File: src/rtl/m_tile_mem_arbiter_pkg.sv
// Shared definitions for the maze tile RAM arbiter: geometry defaults,
// requester indices and FSM state encodings.
package m_tile_mem_arbiter_pkg;

  localparam int COLS_DEF      = 29;
  localparam int ROWS_DEF      = 15;
  localparam int AW_DEF        = 9;
  localparam int FOOD_INIT_DEF = 188;

  localparam logic [1:0] REQ_RENDER = 2'd0;
  localparam logic [1:0] REQ_LOOKUP = 2'd1;
  localparam logic [1:0] REQ_EAT    = 2'd2;

  typedef enum logic [1:0] {
    S_IDLE    = 2'd0,
    S_RD_WAIT = 2'd1,
    S_WR_CLR  = 2'd2
  } state_t;

  // Round-robin successor of a granted requester index, modulo 3.
  function automatic logic [1:0] rr_next(input logic [1:0] k);
    return (k == REQ_EAT) ? REQ_RENDER : (k + 2'd1);
  endfunction

endpackage

File: src/rtl/m_tile_mem_arbiter_rr_pick3.sv
// Combinational 3-way round-robin picker: the first active request at or
// after i_ptr (wrapping) wins.
module m_rr_pick3
  import m_tile_mem_arbiter_pkg::*;
(
  input  logic [2:0] i_req,
  input  logic [1:0] i_ptr,
  output logic       o_valid,
  output logic [1:0] o_idx,
  output logic [2:0] o_gnt
);

  logic [1:0] w_c0, w_c1, w_c2;

  // Search order rotated to start at the pointer.
  always_comb begin
    case (i_ptr)
      REQ_LOOKUP: begin w_c0 = REQ_LOOKUP; w_c1 = REQ_EAT;    w_c2 = REQ_RENDER; end
      REQ_EAT:    begin w_c0 = REQ_EAT;    w_c1 = REQ_RENDER; w_c2 = REQ_LOOKUP; end
      default:    begin w_c0 = REQ_RENDER; w_c1 = REQ_LOOKUP; w_c2 = REQ_EAT;    end
    endcase
  end

  // First requesting candidate in rotated order.
  always_comb begin
    o_valid = 1'b0;
    o_idx   = 2'd0;
    o_gnt   = 3'b000;
    if (i_req[w_c0]) begin
      o_valid = 1'b1;
      o_idx   = w_c0;
    end else if (i_req[w_c1]) begin
      o_valid = 1'b1;
      o_idx   = w_c1;
    end else if (i_req[w_c2]) begin
      o_valid = 1'b1;
      o_idx   = w_c2;
    end else begin
      o_valid = 1'b0;
    end
    if (o_valid) begin
      o_gnt = 3'b001 << o_idx;
    end else begin
      o_gnt = 3'b000;
    end
  end

endmodule

File: src/rtl/m_tile_mem_arbiter.sv
// Arbitrates the 1-bit maze tile RAM between render, lookup and eat (RMW) requesters.
// Optional food counter enabled by defining TILE_FOOD_COUNT_EN.
module m_tile_mem_arbiter
  import m_tile_mem_arbiter_pkg::*;
#(
  parameter int COLS      = COLS_DEF,
  parameter int ROWS      = ROWS_DEF,
  parameter int AW        = AW_DEF,
  parameter int FOOD_INIT = FOOD_INIT_DEF
) (
  input  logic          clock,
  input  logic          reset,
  input  logic [2:0]    req,
  input  logic [4:0]    x0,
  input  logic [4:0]    x1,
  input  logic [4:0]    x2,
  input  logic [3:0]    y0,
  input  logic [3:0]    y1,
  input  logic [3:0]    y2,
  output logic [2:0]    gnt,
  output logic [2:0]    rvalid,
  output logic          rdata,
  output logic          eat_hit,
  output logic [AW-1:0] mem_addr,
  output logic          mem_wren,
  output logic          mem_wdata,
  input  logic          mem_q,
  output logic [AW-1:0] food_left,
  output logic          all_eaten
);

  state_t        r_state, w_state_nxt;
  logic [1:0]    r_ptr, w_ptr_nxt, r_k, w_k_nxt;
  logic          r_oor, w_oor_nxt;
  logic [2:0]    r_gnt, w_gnt_nxt, r_rvalid, w_rvalid_nxt;
  logic          r_rdata, w_rdata_nxt, r_eat_hit, w_eat_hit_nxt, r_wren, w_wren_nxt;
  logic [AW-1:0] r_addr, w_addr_nxt, w_sel_addr;
  logic          w_pick_valid, w_sel_oor;
  logic [1:0]    w_pick_idx;
  logic [2:0]    w_pick_gnt;
  logic [4:0]    w_x;
  logic [3:0]    w_y;

  m_rr_pick3 u_pick (
    .i_req   (req),
    .i_ptr   (r_ptr),
    .o_valid (w_pick_valid),
    .o_idx   (w_pick_idx),
    .o_gnt   (w_pick_gnt)
  );

  // Coordinates of the candidate winner and their linear address.
  always_comb begin
    case (w_pick_idx)
      REQ_LOOKUP: begin w_x = x1; w_y = y1; end
      REQ_EAT:    begin w_x = x2; w_y = y2; end
      default:    begin w_x = x0; w_y = y0; end
    endcase
    w_sel_oor  = (int'(w_x) >= COLS) || (int'(w_y) >= ROWS);
    w_sel_addr = AW'(int'(w_y) * COLS + int'(w_x));
  end

  // Next-state and next-output logic; mem_addr doubles as the RAM's address
  // register, so mem_q is valid in the RD_WAIT cycle.
  always_comb begin
    w_state_nxt   = r_state;
    w_ptr_nxt     = r_ptr;
    w_k_nxt       = r_k;
    w_oor_nxt     = r_oor;
    w_addr_nxt    = r_addr;
    w_gnt_nxt     = 3'b000;
    w_rvalid_nxt  = 3'b000;
    w_rdata_nxt   = 1'b0;
    w_eat_hit_nxt = 1'b0;
    w_wren_nxt    = 1'b0;
    case (r_state)
      S_IDLE: begin
        if (w_pick_valid) begin
          w_gnt_nxt   = w_pick_gnt;
          w_k_nxt     = w_pick_idx;
          w_oor_nxt   = w_sel_oor;
          w_ptr_nxt   = rr_next(w_pick_idx);
          w_state_nxt = S_RD_WAIT;
          if (!w_sel_oor) begin
            w_addr_nxt = w_sel_addr;
          end else begin
            w_addr_nxt = r_addr;
          end
        end else begin
          w_state_nxt = S_IDLE;
        end
      end
      S_RD_WAIT: begin
        if (r_oor) begin
          w_rvalid_nxt = 3'b001 << r_k;
          w_rdata_nxt  = 1'b1;
          w_state_nxt  = S_IDLE;
        end else if ((r_k == REQ_EAT) && mem_q) begin
          w_wren_nxt    = 1'b1;
          w_rvalid_nxt  = 3'b100;
          w_rdata_nxt   = 1'b1;
          w_eat_hit_nxt = 1'b1;
          w_state_nxt   = S_WR_CLR;
        end else begin
          w_rvalid_nxt = 3'b001 << r_k;
          w_rdata_nxt  = mem_q;
          w_state_nxt  = S_IDLE;
        end
      end
      S_WR_CLR: w_state_nxt = S_IDLE;
      default:  w_state_nxt = S_IDLE;
    endcase
  end

  // State and registered outputs.
  always_ff @(posedge clock) begin
    if (reset) begin
      r_state   <= S_IDLE;
      r_ptr     <= REQ_RENDER;
      r_k       <= REQ_RENDER;
      r_oor     <= 1'b0;
      r_addr    <= {AW{1'b0}};
      r_gnt     <= 3'b000;
      r_rvalid  <= 3'b000;
      r_rdata   <= 1'b0;
      r_eat_hit <= 1'b0;
      r_wren    <= 1'b0;
    end else begin
      r_state   <= w_state_nxt;
      r_ptr     <= w_ptr_nxt;
      r_k       <= w_k_nxt;
      r_oor     <= w_oor_nxt;
      r_addr    <= w_addr_nxt;
      r_gnt     <= w_gnt_nxt;
      r_rvalid  <= w_rvalid_nxt;
      r_rdata   <= w_rdata_nxt;
      r_eat_hit <= w_eat_hit_nxt;
      r_wren    <= w_wren_nxt;
    end
  end

  assign gnt       = r_gnt;
  assign rvalid    = r_rvalid;
  assign rdata     = r_rdata;
  assign eat_hit   = r_eat_hit;
  assign mem_addr  = r_addr;
  // A reset landing on the clear cycle must suppress the pending write.
  assign mem_wren  = r_wren & ~reset;
  assign mem_wdata = 1'b0;

`ifdef TILE_FOOD_COUNT_EN
  logic [AW-1:0] r_food_left;

  // Remaining food, saturating at zero.
  always_ff @(posedge clock) begin
    if (reset) begin
      r_food_left <= AW'(FOOD_INIT);
    end else if (r_eat_hit && (r_food_left != {AW{1'b0}})) begin
      r_food_left <= r_food_left - {{(AW-1){1'b0}}, 1'b1};
    end else begin
      r_food_left <= r_food_left;
    end
  end

  assign food_left = r_food_left;
  assign all_eaten = (r_food_left == {AW{1'b0}});
`else
  assign food_left = {AW{1'b0}};
  assign all_eaten = 1'b0;
`endif

endmodule

File: config.mk
export PLATFORM = sky130hd
export DESIGN_NAME = m_tile_mem_arbiter
export DESIGN_NICKNAME = d
export VERILOG_FILES = /design/src/rtl/m_tile_mem_arbiter_pkg.sv /design/src/rtl/m_tile_mem_arbiter_rr_pick3.sv /design/src/rtl/m_tile_mem_arbiter.sv
export SDC_FILE = /design/constraint.sdc
export NUM_CORES = 1
export LEC_CHECK = 0
export BUFFER_PORTS_ARGS = -buffer_cell sky130_fd_sc_hd__buf_2
export CAP_MARGIN = 15
export CELL_PAD_IN_SITES_DETAIL_PLACEMENT = 1
export CELL_PAD_IN_SITES_GLOBAL_PLACEMENT = 2
export CORE_MARGIN = 5
export CORE_UTILIZATION = 30
export CTS_CLUSTER_DIAMETER = 80
export DETAILED_ROUTE_END_ITERATION = 8
export PLACE_DENSITY_LB_ADDON = 0.08
export SYNTH_ARGS = -nofsm -noshare
export SYNTH_HDL_FRONTEND = slang
export SYNTH_HIERARCHICAL = 1
export SYNTH_SLANG_ARGS = --single-unit
File: constraint.sdc
create_clock -name clock -period 12.7 [get_ports clock]
set_input_delay 1.27 -clock clock [delete_from_list [all_inputs] [get_ports clock]]
set_output_delay 1.27 -clock clock [all_outputs]
set_load 0.02 [all_outputs]
; After elaboration in Yosys (flattened, before gate mapping)
; Index checks and enable logic that the tools add are counted.
[word_totals]
regBits = 24
out_inout_bits = 29
[op_classes]
add_sub_neg = 2
n_mul = 1
order_cmp = 5
eq_ne = 6
shift = 2
n_mux = 27
n_bitwise = 6
n_reduce_logical = 8
[ops]
columns = operator, count
row1 = one-hot mux 2 bit (2 select lines), 4
row2 = 2-to-1 mux 2 bit, 6
row3 = 2-to-1 mux 1 bit, 10
row4 = one-hot mux 5 bit (2 select lines), 1
row5 = adder 9 x 5 -> 9 bit, 1
row6 = "less-than comparator 2 x 3 -> 1 bit, second input constant", 3
row7 = "multiplier 4 x 5 -> 9 bit, second input constant", 1
row8 = one-hot mux 4 bit (2 select lines), 1
row9 = binary-select mux 1 bit (select 2 bit), 3
row10 = "== test 2 x 1 -> 1 bit, second input constant", 3
row11 = "== test 2 bit, second input constant", 3
row12 = 2-to-1 mux 3 bit, 2
row13 = OR reduction 3 bit, 2
row14 = "<< shifter 1 x 2 -> 3 bit, first input constant", 2
row15 = ">= comparator 5 bit, second input constant", 1
row16 = NOT 1 bit, 5
row17 = ">= comparator 4 bit, second input constant", 1
row18 = AND reduction 3 bit, 1
row19 = "adder 2 x 1 -> 2 bit, second input constant", 1
row20 = zero test 2 bit, 1
row21 = AND reduction 2 bit, 1
row22 = OR reduction 2 bit, 1
row23 = AND 1 bit, 1
row24 = logical AND 1 bit, 1
row25 = logical OR 1 bit, 1

; Longest topological paths before layout
; Gate-level depths: netlist of run 1.
[logic_depth]
ltp_word = 13
mapped_depth = 24
ltp_nobuf = 21

; Modules after synthesis
; Netlist of run 1, hierarchy kept.
[modules_own_cells]
columns = module, instances, cells_each, area_per_inst_um2, seq_area_each_um2
row1 = m_tile_mem_arbiter, 1, 208, 1865.5, 480.5
row2 = m_rr_pick3, 1, 25, 182.7, 0.0

; Worst setup path before layout of run 1
; OpenSTA, ideal clock, no wires.
[synth_path]
path_kind = input port to flip-flop
from = in req[0]
to = reg r_addr[7], in the netlist mem_addr[7]
setup_ps = 72
t_arrival_ps = 5791
slack_ps = 6837
stages = 20
path_buffers = 2
path_cell_list = inv_1 > a21oi_1 > o32ai_1 > inv_1 > ha_1 > buf_2 > buf_2 > nor2_1 > a21oi_1 > ha_1 > inv_1 > fa_1 > fa_1 > inv_1 > ha_1 > o21ai_0 > nor2_1 > or4b_2 > a41o_1 > mux2i_1
[synth_between]
elab_chain_len = 11
elab_cells_between_ends = 23
classes_between = add/sub: 1 / mul: 1 / order compare: 2 / eq/ne: 2 / mux: 14 / bitwise: 1 / reduce/logical: 2
[synth_lines]
columns = element, line_no
row1 = start: declaration, m_tile_mem_arbiter.sv:13  ; input logic [2:0] req,
row2 = binary-select mux 1 bit (select 2 bit), m_tile_mem_arbiter_rr_pick3.sv:35  ; end else if (i_req[w_c2]) begin
row3 = 2-to-1 mux 1 bit (implied by the code), m_tile_mem_arbiter_rr_pick3.sv:35
row4 = 2-to-1 mux 2 bit, m_tile_mem_arbiter_rr_pick3.sv:35
row5 = 2-to-1 mux 2 bit, m_tile_mem_arbiter_rr_pick3.sv:32  ; end else if (i_req[w_c1]) begin
row6 = 2-to-1 mux 2 bit *, m_tile_mem_arbiter_rr_pick3.sv:29  ; if (i_req[w_c0]) begin
row7 = net w_pick_idx[1], m_tile_mem_arbiter.sv:39  ; logic [1:0] w_pick_idx;
row8 = branches (longest 6 deep; another with multiplier 4 x 5 -> 9 bit), n/a
row9 = end signal: assignment, m_tile_mem_arbiter.sv:122  ; r_addr <= {AW{1'b0}};
row10 = end signal: assignment, m_tile_mem_arbiter.sv:133  ; r_addr <= w_addr_nxt;
row11 = end: declaration, m_tile_mem_arbiter.sv:37  ; logic [AW-1:0] r_addr, w_addr_nxt, w_sel_addr;
; Mark *: on every way through the listed nets, which the timed path passes. The select of a mux whose other input is x is not followed.
; A chain may end at the register's enable or synchronous reset.

; Worst setup path after layout of run 1
; Same ends and word-level chain as after synthesis.

==> results list, run 1 <==
* Result of the run: completed
- Diodes inserted: 0
- The critical path runs through a total of 19 cells.
- Max-cap violation count: 0
* Num rows: 30
- The largest single stage delay on the critical path is 0.64 ns.
- The startpoint identified for the worst register-to-register timing path is r_ptr[0].
- Of the synthesized area, sequential elements account for 0.2346.
* Worst Setup EP: mem_addr[7]
- The number of antenna violations at the first check in global routing was 0.
- Cell family with most CP delay: adder cells
- Syn. warnings: 6
- Of the total synthesized cell area, the portion taken by full adders, half adders and majority gates is 0.2291.
- After clock tree synthesis, the clock-pin slew on the worst setup and hold paths is 0.09 ns.
- Nature of the critical path endpoint: flip-flop
- Count of placed standard cells in the final layout, fillers left out: 359
- Unrepaired setup endpoints after global routing: no
- Type of the tightest min-delay check: flip-flop to flip-flop
- The critical path starts at req[0].
- For this run, the top clock speed supported by timing is 164.0 MHz.
* Total via count in the routed design: 1695
* Worst Path Buf+Inv: 5
- After synthesis, the share of flip-flops with an asynchronous set or reset is 0.
* Area of all placed cells without fillers: 2364 sq um
- Count of unresolved DRC violations after routing: 0
- Post-synthesis instance area: 2048 sq um
- In this run, post-CTS hold repair placed 0 buffers.
* Synth top area cells: dfxtp_1, ha_1, fa_1
- During placement, the flow inserted port buffers numbering 50.
* Number of enable flip-flop cells after synthesis: 0
* Gate Count Post-Synth: 233
- Remaining global-route overflow: 0
- Counting the buffers created by CTS gives 3.
- In this run the horizontal extent of the chip is 92.63 microns.
- In this run the clock root is driven by a clkbuf_8.
- GRT Total Usage: 0.1150
- Worst path most repeated cell: inv_1
* Destination of the worst register-to-register timing path: mem_addr[7]
* Number of nets at the end of the flow: 346
- Post-synthesis compound-gate area fraction: 0.1820
- Number of setup buffers added after CTS: 0
- Post-CTS repair changed the size of 0 cells.
* Highest-count cells in the layout ignoring fill and taps: buf_2, ha_1, dfxtp_1
* Most common cell after layout, fill and taps aside: buf_2
* Area after DPL: 2308 sq um
- The setup path with the least slack is of type input port to flip-flop.
* Via count of the first global-routing pass: 1699
* Share of cells above drive strength 1: 0.2473
- Number of search-and-repair iterations in the first detailed-routing pass: 4
* Final core utilization: 0.3518
* Reg-to-reg slack, setup: 6.93 ns
- Global-route wire length before repair: 8128 microns
- Slew at the pin closest to its max-slew limit: 0.7930 ns
- Pin count of the biggest net entering global routing: 27
- CTS tree: built
* Initial drt markers: 38
- Drt total wl: 4857 microns
- In this run the remaining antenna-violating nets after routing total 0.
- Clock latency on the worst-skew pair: 0.27 ns
* Die extent in y: 92.63 microns
* Worst reg-to-reg path cell count: 19
- Post-synthesis cell type with the largest combined area: dfxtp_1
- Of the total synthesized cell area, the portion taken by AND, OR, NAND and NOR gates is 0.1784.
- The total count of hold-check failures in the final report came to 0.
- TNS Setup: 0 ns
- The core region is 6719 sq um.
- Area share of the largest cell type after synthesis: 0.2346
- Traced cell by cell, the critical path runs through buf_2 -> inv_1 -> a21oi_1 -> o32ai_1 -> inv_1 -> ha_1 -> nor2_1 -> a21oi_1 -> ha_1 -> inv_1 -> fa_1 -> fa_1 -> inv_1 -> ha_1 -> a211oi_1 -> nor2_1 -> or4b_2 -> a41o_1 -> mux2i_1.
- Placed Cells: 355
- For this run, the leading register cell type out of synthesis is dfxtp_1.
- Syn-to-layout area delta: 15.39%
* Portion of the clock cycle consumed by the worst path in the final layout: 0.4802
* Post-synthesis sequential element count: 24
* Avg Synthesized Cell Area: 8.791 sq um
- For this design, the sink count on the clock tree is 24.
* Data required, critical path: 12.90 ns
- In this run the deepest clock path goes through 2 buffers.
- In the final routed layout, each cell accounts on average for 13.53 microns.
* Number of top-level design ports: 62
- CP arrival: 6.30 ns
- Synth Area in XOR/XNOR: 0.01283
- Setup violations remaining at the end of the flow were counted as 0.
- For this configuration, the core starts out at a cell density of 0.3048.
- GPL Wtd Cong: 0.7567
* Post-detailed-placement half-perimeter wirelength: 4005 microns
- Of all nets on the critical path, the largest fanout is 17.
* Crit start category: input port
* Portion of netlist area occupied by mux cells: 0.05864
- In this run the tightest slew margin relative to its limit is 0.4713.
* Cell with the largest stage delay on the worst path: ha_1
- The final count of pins violating max slew is 0.
- Full die area: 8579 sq um
- Fill cells in the final layout number 833.
- Vias per inst: 4.721
- In this run the number of H-tree levels came out at 1.
- Worst Skew: 0.002948 ns
- After synthesis, the largest family of logic cells by area is adder cells.
- Yosys mapped the design onto 49 distinct sky130hd cell types.
- Clock period minus final worst setup slack: 6.098 ns
-- state kept, by name (all words and copies together) (netlist names) --
signal and cells:
rdata 1, mem_addr 9, r_oor 1, r_wren 1, gnt 3, r_state 2, r_k 2, r_ptr 2
rvalid 3
-- per-layer routing --
metal  vias to the layer above  track usage  wire length [microns]
li1                        873            -                      -
met1                       781       0.1618                   2412
met2                        39       0.1795                   2129
met3                         2      0.02518                    286
met4                         0      0.02564                     29
met5                         -            0                      0
-- worst reg2reg max path, cell delays in order, from the launching register on --
cell and delay [ns]:
dfxtp_1 0.36, inv_1 0.06, ha_1 0.42, a21oi_1 0.13, o32ai_1 0.44, inv_1 0.16, ha_1 0.64, nor2_1 0.10
a21oi_1 0.48, ha_1 0.34, inv_1 0.08, fa_1 0.41, fa_1 0.55, inv_1 0.04, ha_1 0.23, a211oi_1 0.24
nor2_1 0.11, or4b_2 0.61, a41o_1 0.19, mux2i_1 0.12
-- cell usage after synthesis (6+ instances only) --
library cell / n
buf_4: 11
ha_1: 27
nor2b_1: 6
nand2b_1: 11
inv_1: 22
a21oi_1: 15
a22oi_1: 7
nand2_1: 14
nor2_1: 20
mux2i_1: 6
fa_1: 6
dfxtp_1: 24
-- worst min-delay path by stage --
stage,to,slack (ns),from,cells after the start
2_1_floorplan,rvalid[0],0.43,r_k[0],1
3_3_place_gp,mem_addr[8],0.46,mem_addr[8],2
3_5_place_dp,mem_addr[7],0.47,mem_addr[7],2
4_1_cts,mem_addr[7],0.49,mem_addr[7],2
5_1_grt,mem_addr[8],0.51,mem_addr[8],2
6_report,rvalid[0],0.48,r_k[0],1
-- stage by stage --
| step | hold slack [ns] | worst slack, ns |
|---|---|---|
| after floorplan | 0.4325 | 6.837 |
| after global routing | 0.5072 | 6.073 |
| after CTS | 0.4855 | 6.537 |
| final | 0.4772 | 6.602 |
| after global placement | 0.4597 | 6.413 |
| after detailed placement | 0.4691 | 6.244 |
-- cell type report --
class,instances,area [sq um],share of cell area
multi-input cells,179,1395,0.5903
clock buffers,4,55.05,0.02329
inverters,22,82.58,0.03494
repair buffers,50,250.2,0.1059
flip-flops and latches,24,480.5,0.2033
well taps,80,100.1,0.04235
-- cell families (layout without fill, tap and decap cells) --
| group | Yosys count | count (layout) |
|---|---|---|
| flip-flops | 24 | 24 |
| multiplexers | 10 | 10 |
| AO/OA/AOI/OAI | 51 | 51 |
| other | 1 | 11 |
| XOR/XNOR | 3 | 3 |
| AND/OR/NAND/NOR | 70 | 70 |
| buffers and inverters | 40 | 76 |
| adder cells (fa/ha/maj) | 34 | 34 |
Power of run 1 is left out: the tool's default activity adds up to more than one toggle a clock period on the data nets, which glitch-free logic cannot reach.
==> inputs of run 2 (changes only) <==
==> constraint.sdc (replaced) <==
create_clock -name clock -period 5.65 [get_ports clock]
set_input_delay 0.565 -clock clock [delete_from_list [all_inputs] [get_ports clock]]
set_output_delay 0.565 -clock clock [all_outputs]
set_load 0.02 [all_outputs]
==> run 2 against run 1 <==
Compared with the run above: final area is 1.7% higher; critical path depth is 2 higher; first-iteration DRC count is 37% higher; non-clock buffer count is 5 higher; utilization is 0.60 points higher; global-route usage is 0.11 points higher; highest routed layer is now met3.
==> results list, run 2 (synthesis gave the netlist of run 1 again) <==
- The count of TritonRoute iterations in the first routing pass was 3 (-1).
- The wire length per cell was 13.29 microns (-1.8%).
- CTS tree: built
- For this design, the slowest cell found on the critical path is or4b_2.
- Walking the worst path, the cells encountered are inv_1 -> ha_1 -> and2_4 -> o21ai_2 -> o211a_1 -> inv_1 -> ha_1 -> a22oi_1 -> a21o_1 -> inv_1 -> ha_1 -> inv_1 -> fa_1 -> fa_1 -> inv_1 -> ha_1 -> a211oi_1 -> nor2_1 -> or4b_2 -> a41o_1 -> mux2i_1.
- Counting I/O delays and the setup requirement, the final critical path takes 5.217 ns.
* Crit path kind: flip-flop to flip-flop
* Effective utilization at floorplan: 0.3048 (unchanged)
- From synthesis to final layout, the design area changed by 17.35%.
* Clock latency on the worst-skew pair: 0.26 ns (about the same)
- Full die area: 8579 sq um (unchanged)
- Htree depth: 1 (unchanged)
- The longest individual stage delay on the worst path was 0.61 ns (-0.03 ns).
- Horizontal extent of the die: 92.63 microns (unchanged)
* Post-placement worst setup slack: 0.3264 ns (-5.917 ns)
- Total via count in the routed design: 1698 (+0.18%)
* Count of buffers from port buffering: 50 (unchanged)
- Final core utilization: 0.3577 (+0.005959)
- Max frequency: 191.7 MHz
* TNS Setup: 0 ns (unchanged)
- CP arrival: 5.42 ns (-0.88 ns)
* Setup Viol. Count Final: 0 (unchanged)
* Number of flip-flops in the largest register: 9 (unchanged)
- Placeable core region: 6719 sq um (unchanged)
- Worst path most repeated cell: inv_1
- The overall overflow remaining after global route was 0 (unchanged).
- The area used by sequential logic in the layout is 480.5 sq um (unchanged).
* Share of cells above drive strength 1: 0.2641 (+0.01677)
* Tightest slew margin relative to the limit: 0.4909 (+0.01961)
* Inserted Clock Buffers: 3 (unchanged)
- Number of nets still failing antenna checks after routing: 0 (unchanged)
* Clock root buffer: clkbuf_8
- Crit start category: flip-flop
- The count of antenna diodes in the layout was 0 (unchanged).
- Num rows: 30 (unchanged)
- Worst reg-to-reg path cell count: 21 (+2)
* Max-cap violation count: 0 (unchanged)
* Vias per inst: 4.665 (-1.2%)
- The detailed-placement wirelength estimate was 4105 microns (+2.5%).
- Global-route wire length before repair: 8231 microns (+1.3%)
- The flow ran to the end, and the final reports show no timing, DRC or antenna violations.
* Count of unresolved DRC violations after routing: 0 (unchanged)
- The number of buffers inserted by hold repair at cts is 0 (unchanged).
- In the finished design, the share of the clock period the worst path needs comes to 0.9234.
- Reg clk slew, reported paths: 0.09 ns (about the same)
- Number of failing hold endpoints at the final stage: 0 (unchanged)
- The final estimated routing congestion in global placement was 0.7524 (-0.57%).
* Type of the tightest min-delay check: flip-flop to flip-flop
* Via count of the first global-routing pass: 1737 (+2.2%)
- Slack of the critical path: 0.4326 ns (-6.169 ns)
- The hold-critical path depth came to 2 (+1).
* TritonCTS Sinks: 24 (unchanged)
- The number of DRC markers in iteration 0 is 52 (+37%).
- Data required, critical path: 5.85 ns (-7.05 ns)
- Number of nets at the end of the flow: 351 (+1.4%)
- Pin count of the biggest net entering global routing: 27 (unchanged)
- Setup repair after global routing left no endpoint under its margin.
- The biggest fanout along the worst timing path came to 7 (-10).
- The die height was 92.63 microns (unchanged).
- Max Buffers Root-to-Sink: 2 (unchanged)
- GRT Total Usage: 0.1161 (+0.001097)
- The total detailed-routing wirelength was 4837 microns (-0.41%).
* Slew at the pin closest to its max-slew limit: 0.7636 ns (-0.02941 ns)
- Number of filler cells placed in the layout: 815 (-2.2%)
- Number of top-level design ports: 62 (unchanged)
* Initial antenna violation count: 0 (unchanged)
* Max-slew violation count: 0 (unchanged)
- Leaving out fill and tap cells, the most frequent cell in the layout is buf_2.
* Area taken by multi-input logic gates: 1398 sq um (+0.18%)
- Nature of the critical path endpoint: flip-flop
* Worst Skew: 0.009981 ns (+0.007033 ns)
- In the layout the commonest cells are buf_2, ha_1, dfxtp_1.
## run 2: cell types whose count changed in the layout (fill, tap and decap cells not counted)
cell	before	now
o21ai_1	0	1
ha_1	27	26
buf_4	0	5
ha_2	0	1
o21ai_0	5	4
## run 2: layout make-up
| type | instances | share of cell area |
|---|---|---|
| Multi-Input combinational cell | 179 | 0.5815 |
| Clock buffer | 4 | 0.02290 |
| Inverter | 22 | 0.03436 |
| Tap cell | 80 | 0.04164 |
| Timing Repair Buffer | 55 | 0.1197 |
| Sequential cell | 24 | 0.1999 |
## run 2: routing by layer
metal | GRT usage | part of all wire
met1 | 0.1666 | 0.49
met2 | 0.1861 | 0.45
met3 | 0.02356 | 0.055
met4 | 0.01099 | 0
met5 | 0 | 0
## run 2: through the flow
step           hold WS, ns  std cells  cell area [sq um]
6_report            0.4791        364               2404
5_1_grt             0.4957        364               2404
4_1_cts             0.4845        364               2401
3_5_place_dp        0.4698        360               2346
3_3_place_gp        0.4599        360               2346
2_1_floorplan       0.4325        243               2086
## run 2: path summary, 6_finish.rpt
kind	from	end	slack, ns
worst max register to register	r_ptr[0]	mem_addr[7]	0.43
worst min register to register	mem_addr[0]	mem_addr[0]	0.48
worst max-delay path	r_ptr[0]	mem_addr[7]	0.43
worst min-delay path	mem_addr[0]	mem_addr[0]	0.48
## run 2: repair_timing
item,in CTS,in global routing
hold endpoints to repair,0,0
resized for setup,0,2
setup endpoints to repair,0,1
setup buffers,0,0
## run 2: critical path, delay by kind of cell, from the launching register on
kind / cells / cell delay (ns)
and+or+nand+nor: 3 / 0.91
buffers and inverters: 5 / 0.35
adders and majority gates: 6 / 2.20
muxes: 1 / 0.11
DFF: 1 / 0.36
AOI/OAI and AO/OA: 6 / 1.22
Power of run 2 is left out for the same reason.
==> inputs of run 3 (changes only) <==
==> constraint.sdc (replaced) <==
create_clock -name clock -period 5.2 [get_ports clock]
set_input_delay 0.52 -clock clock [delete_from_list [all_inputs] [get_ports clock]]
set_output_delay 0.52 -clock clock [all_outputs]
set_load 0.02 [all_outputs]
==> run 3 against run 2 <==
Compared with the run above: wire length up 6.7%; worst hold slack worse by 0.0026 ns; largest cell class unchanged; clock skew down 0.0044 ns.
==> results list, run 3 (synthesis gave the netlist of run 1 again) <==
* Stage delay of the slowest cell on the critical path: 0.61 ns (about the same)
* Total via count in the routed design: 1754 (+3.3%)
- Crit path max fanout: 7 (unchanged)
- The count of TritonRoute iterations in the first routing pass came to 4 (+1).
- Reg-to-reg critical path startpoint: r_ptr[0]
- The count of antenna diodes in the layout was 0 (unchanged).
- Cell family with most CP delay: adder cells
* Global-route wire length before repair: 8431 microns (+2.4%)
* Data required, critical path: 5.40 ns (-0.45 ns)
- The final core utilization is 0.3758 (+0.01806).
* GRT Total Usage: 0.1183 (+0.002207)
* Full die area: 8579 sq um (unchanged)
* Effective utilization at floorplan: 0.3048 (unchanged)
- Slew at the pin closest to its max-slew limit: 0.7383 ns (-0.02537 ns)
* Worst Path Buf+Inv: 7 (+2)
- The signal on the critical path passes through inv_1 -> ha_4 -> and2_4 -> o21ai_2 -> o211a_1 -> inv_1 -> ha_2 -> buf_4 -> a22o_1 -> mux2i_1 -> buf_4 -> inv_1 -> ha_1 -> inv_1 -> fa_1 -> inv_1 -> ha_1 -> a211oi_2 -> nor2_1 -> or4b_2 -> a41o_1 -> mux2i_1.
- The final period demand of the worst path is 4.913 ns (-0.3047 ns).
- The final number of setup-violating endpoints is 0 (unchanged).
* Inserted Clock Buffers: 3 (unchanged)
- The critical path starts at r_ptr[0].
- The worst setup path is of the flip-flop to flip-flop kind.
- The final critical-path share of the clock period is 0.9448 (+0.02132).
- Unrepaired setup endpoints after global routing: no
- The worst-case headroom to the max-slew limit was 0.5078 (+0.01691).
- Most common cell after layout, fill and taps aside: buf_2
- Worst Skew: 0.005579 ns (-0.004402 ns)
- Cell with the largest stage delay on the worst path: or4b_2
* Number of top-level design ports: 62 (unchanged)
- The length in cells of the worst reg-to-reg path was 22 (+4.8%).
- The total detailed-routing wirelength is 5163 microns (+6.7%).
- The number of antenna violations at the first check in global routing was 0 (unchanged).
* Via count of the first global-routing pass: 1825 (+5.1%)
* Max frequency: 203.6 MHz (+6.2%)
- Number of nets still failing antenna checks after routing: 0 (unchanged)
- TritonCTS Sinks: 24 (unchanged)
- Num rows: 30 (unchanged)
- Result of the run: completed
- In this run the most critical hold path is launched from mem_addr[7].
* Share of cells above drive strength 1: 0.3208 (+0.05673)
- The min-delay analysis places its worst path in the category flip-flop to flip-flop.
- Count of unresolved DRC violations after routing: 0 (unchanged)
* Reg-to-reg slack, setup: 0.29 ns (-0.15 ns)
* Max Buffers Root-to-Sink: 2 (unchanged)
* Post-placement worst setup slack: -0.04431 ns (-0.3707 ns)
* Levels on crit path: 22 (+4.8%)
* Destination of the worst register-to-register timing path: mem_addr[7]
* Nature of the critical path endpoint: flip-flop
- The number of buffers inserted by hold repair at cts came to 0 (unchanged).
- The final net count came to 360 (+2.6%).
* Syn-to-layout area delta: 23.27%
- The wire length per cell came to 13.84 microns (+4.2%).
- Horizontal extent of the die: 92.63 microns (unchanged)
- The detailed-route vias per instance is 4.702 (+0.81%).
- TritonCTS built the clock tree.
- The maximum number of pins on one net before global-route repair is 27 (unchanged).
* Clock latency on the worst-skew pair: 0.26 ns (about the same)
- The total count of hold-check failures in the final report is 0 (unchanged).
* Remaining global-route overflow: 0 (unchanged)
* Count of buffers from port buffering: 50 (unchanged)
* Reg clk slew, reported paths: 0.09 ns (about the same)
- The final estimated routing congestion in global placement came to 0.7662 (+1.8%).
- The max-capacitance violation count came to 0 (unchanged).
- The final count of pins violating max slew came to 0 (unchanged).
- Clock root buffer: clkbuf_8
- The CTS H-tree depth came to 1 (unchanged).
- Crit start category: flip-flop
- Worst Setup EP: mem_addr[7]
* Initial drt markers: 35 (-33%)
- The detailed-placement wirelength estimate came to 4304 microns (+4.8%).
- The die height was 92.63 microns (unchanged).
* Number of flip-flops in the largest register: 9 (unchanged)
- The data arrival time of the critical path is 5.11 ns (-0.31 ns).
- The library cells used most frequently in the layout, excluding fill and tap cells, are buf_2, inv_1, ha_1, dfxtp_1, nor2_1.
- The core area is 6719 sq um (unchanged).
- Slack of the critical path: 0.2872 ns (-0.1453 ns)
- Worst path most repeated cell: inv_1
- Number of filler cells placed in the layout: 825 (+1.2%)
-- run 3: how the worst min path moves through the flow --
stage | to | cells past startpoint | slack (ns)
after floorplan | rvalid[0] | 1 | 0.43
after global placement | mem_addr[7] | 2 | 0.46
after detailed placement | mem_addr[7] | 2 | 0.46
after CTS | mem_addr[7] | 2 | 0.48
after global routing | rvalid[0] | 1 | 0.51
final | mem_addr[7] | 2 | 0.48
-- run 3: layout make-up --
type	count	area, sq um	area share
multi-input cells	179	1449	0.5738
well taps	80	100.1	0.03964
inverters	22	82.58	0.03271
clock buffers	4	55.05	0.02180
flip-flops and latches	24	483.0	0.1913
repair buffers	64	355.3	0.1407
-- run 3: per-layer routing --
metal,vias to the layer above,GRT usage,part of all wire
li1,901,-,-
met1,818,0.1552,0.47
met2,33,0.2054,0.47
met3,2,0.02681,0.054
met4,0,0.01099,0.0019
met5,-,0,0
-- run 3: per-stage QoR --
| step | setup TNS [ns] | cell area [sq um] | std cells | hold WS, ns |
|---|---|---|---|---|
| after floorplan | 0 | 2090 | 243 | 0.4325 |
| after global placement | 0 | 2402 | 367 | 0.4622 |
| final | 0 | 2525 | 373 | 0.4765 |
| after detailed placement | -0.04431 | 2402 | 367 | 0.4646 |
| after global routing | 0 | 2525 | 373 | 0.5050 |
| after CTS | 0 | 2470 | 371 | 0.4817 |
-- run 3: worst reg2reg max path, stage by stage (launching register included) --
cell and delay (ns):
dfxtp_2 0.35, inv_1 0.07, ha_4 0.27, and2_4 0.16, o21ai_2 0.13, o211a_1 0.24, inv_1 0.11, ha_2 0.23
buf_4 0.16, a22o_1 0.23, mux2i_1 0.16, buf_4 0.16, inv_1 0.08, ha_1 0.28, inv_1 0.05, fa_1 0.54
inv_1 0.05, ha_1 0.36, a211oi_2 0.21, nor2_1 0.10, or4b_2 0.61, a41o_1 0.20, mux2i_1 0.11
-- run 3: what timing repair did --
action	CTS	global route
setup buffers	0	2
pin swaps	0	2
cloned	0	0
hold endpoints to repair	0	0
setup endpoints to repair	1	2
gates resized for setup	3	9
Power of run 3 is left out for the same reason.
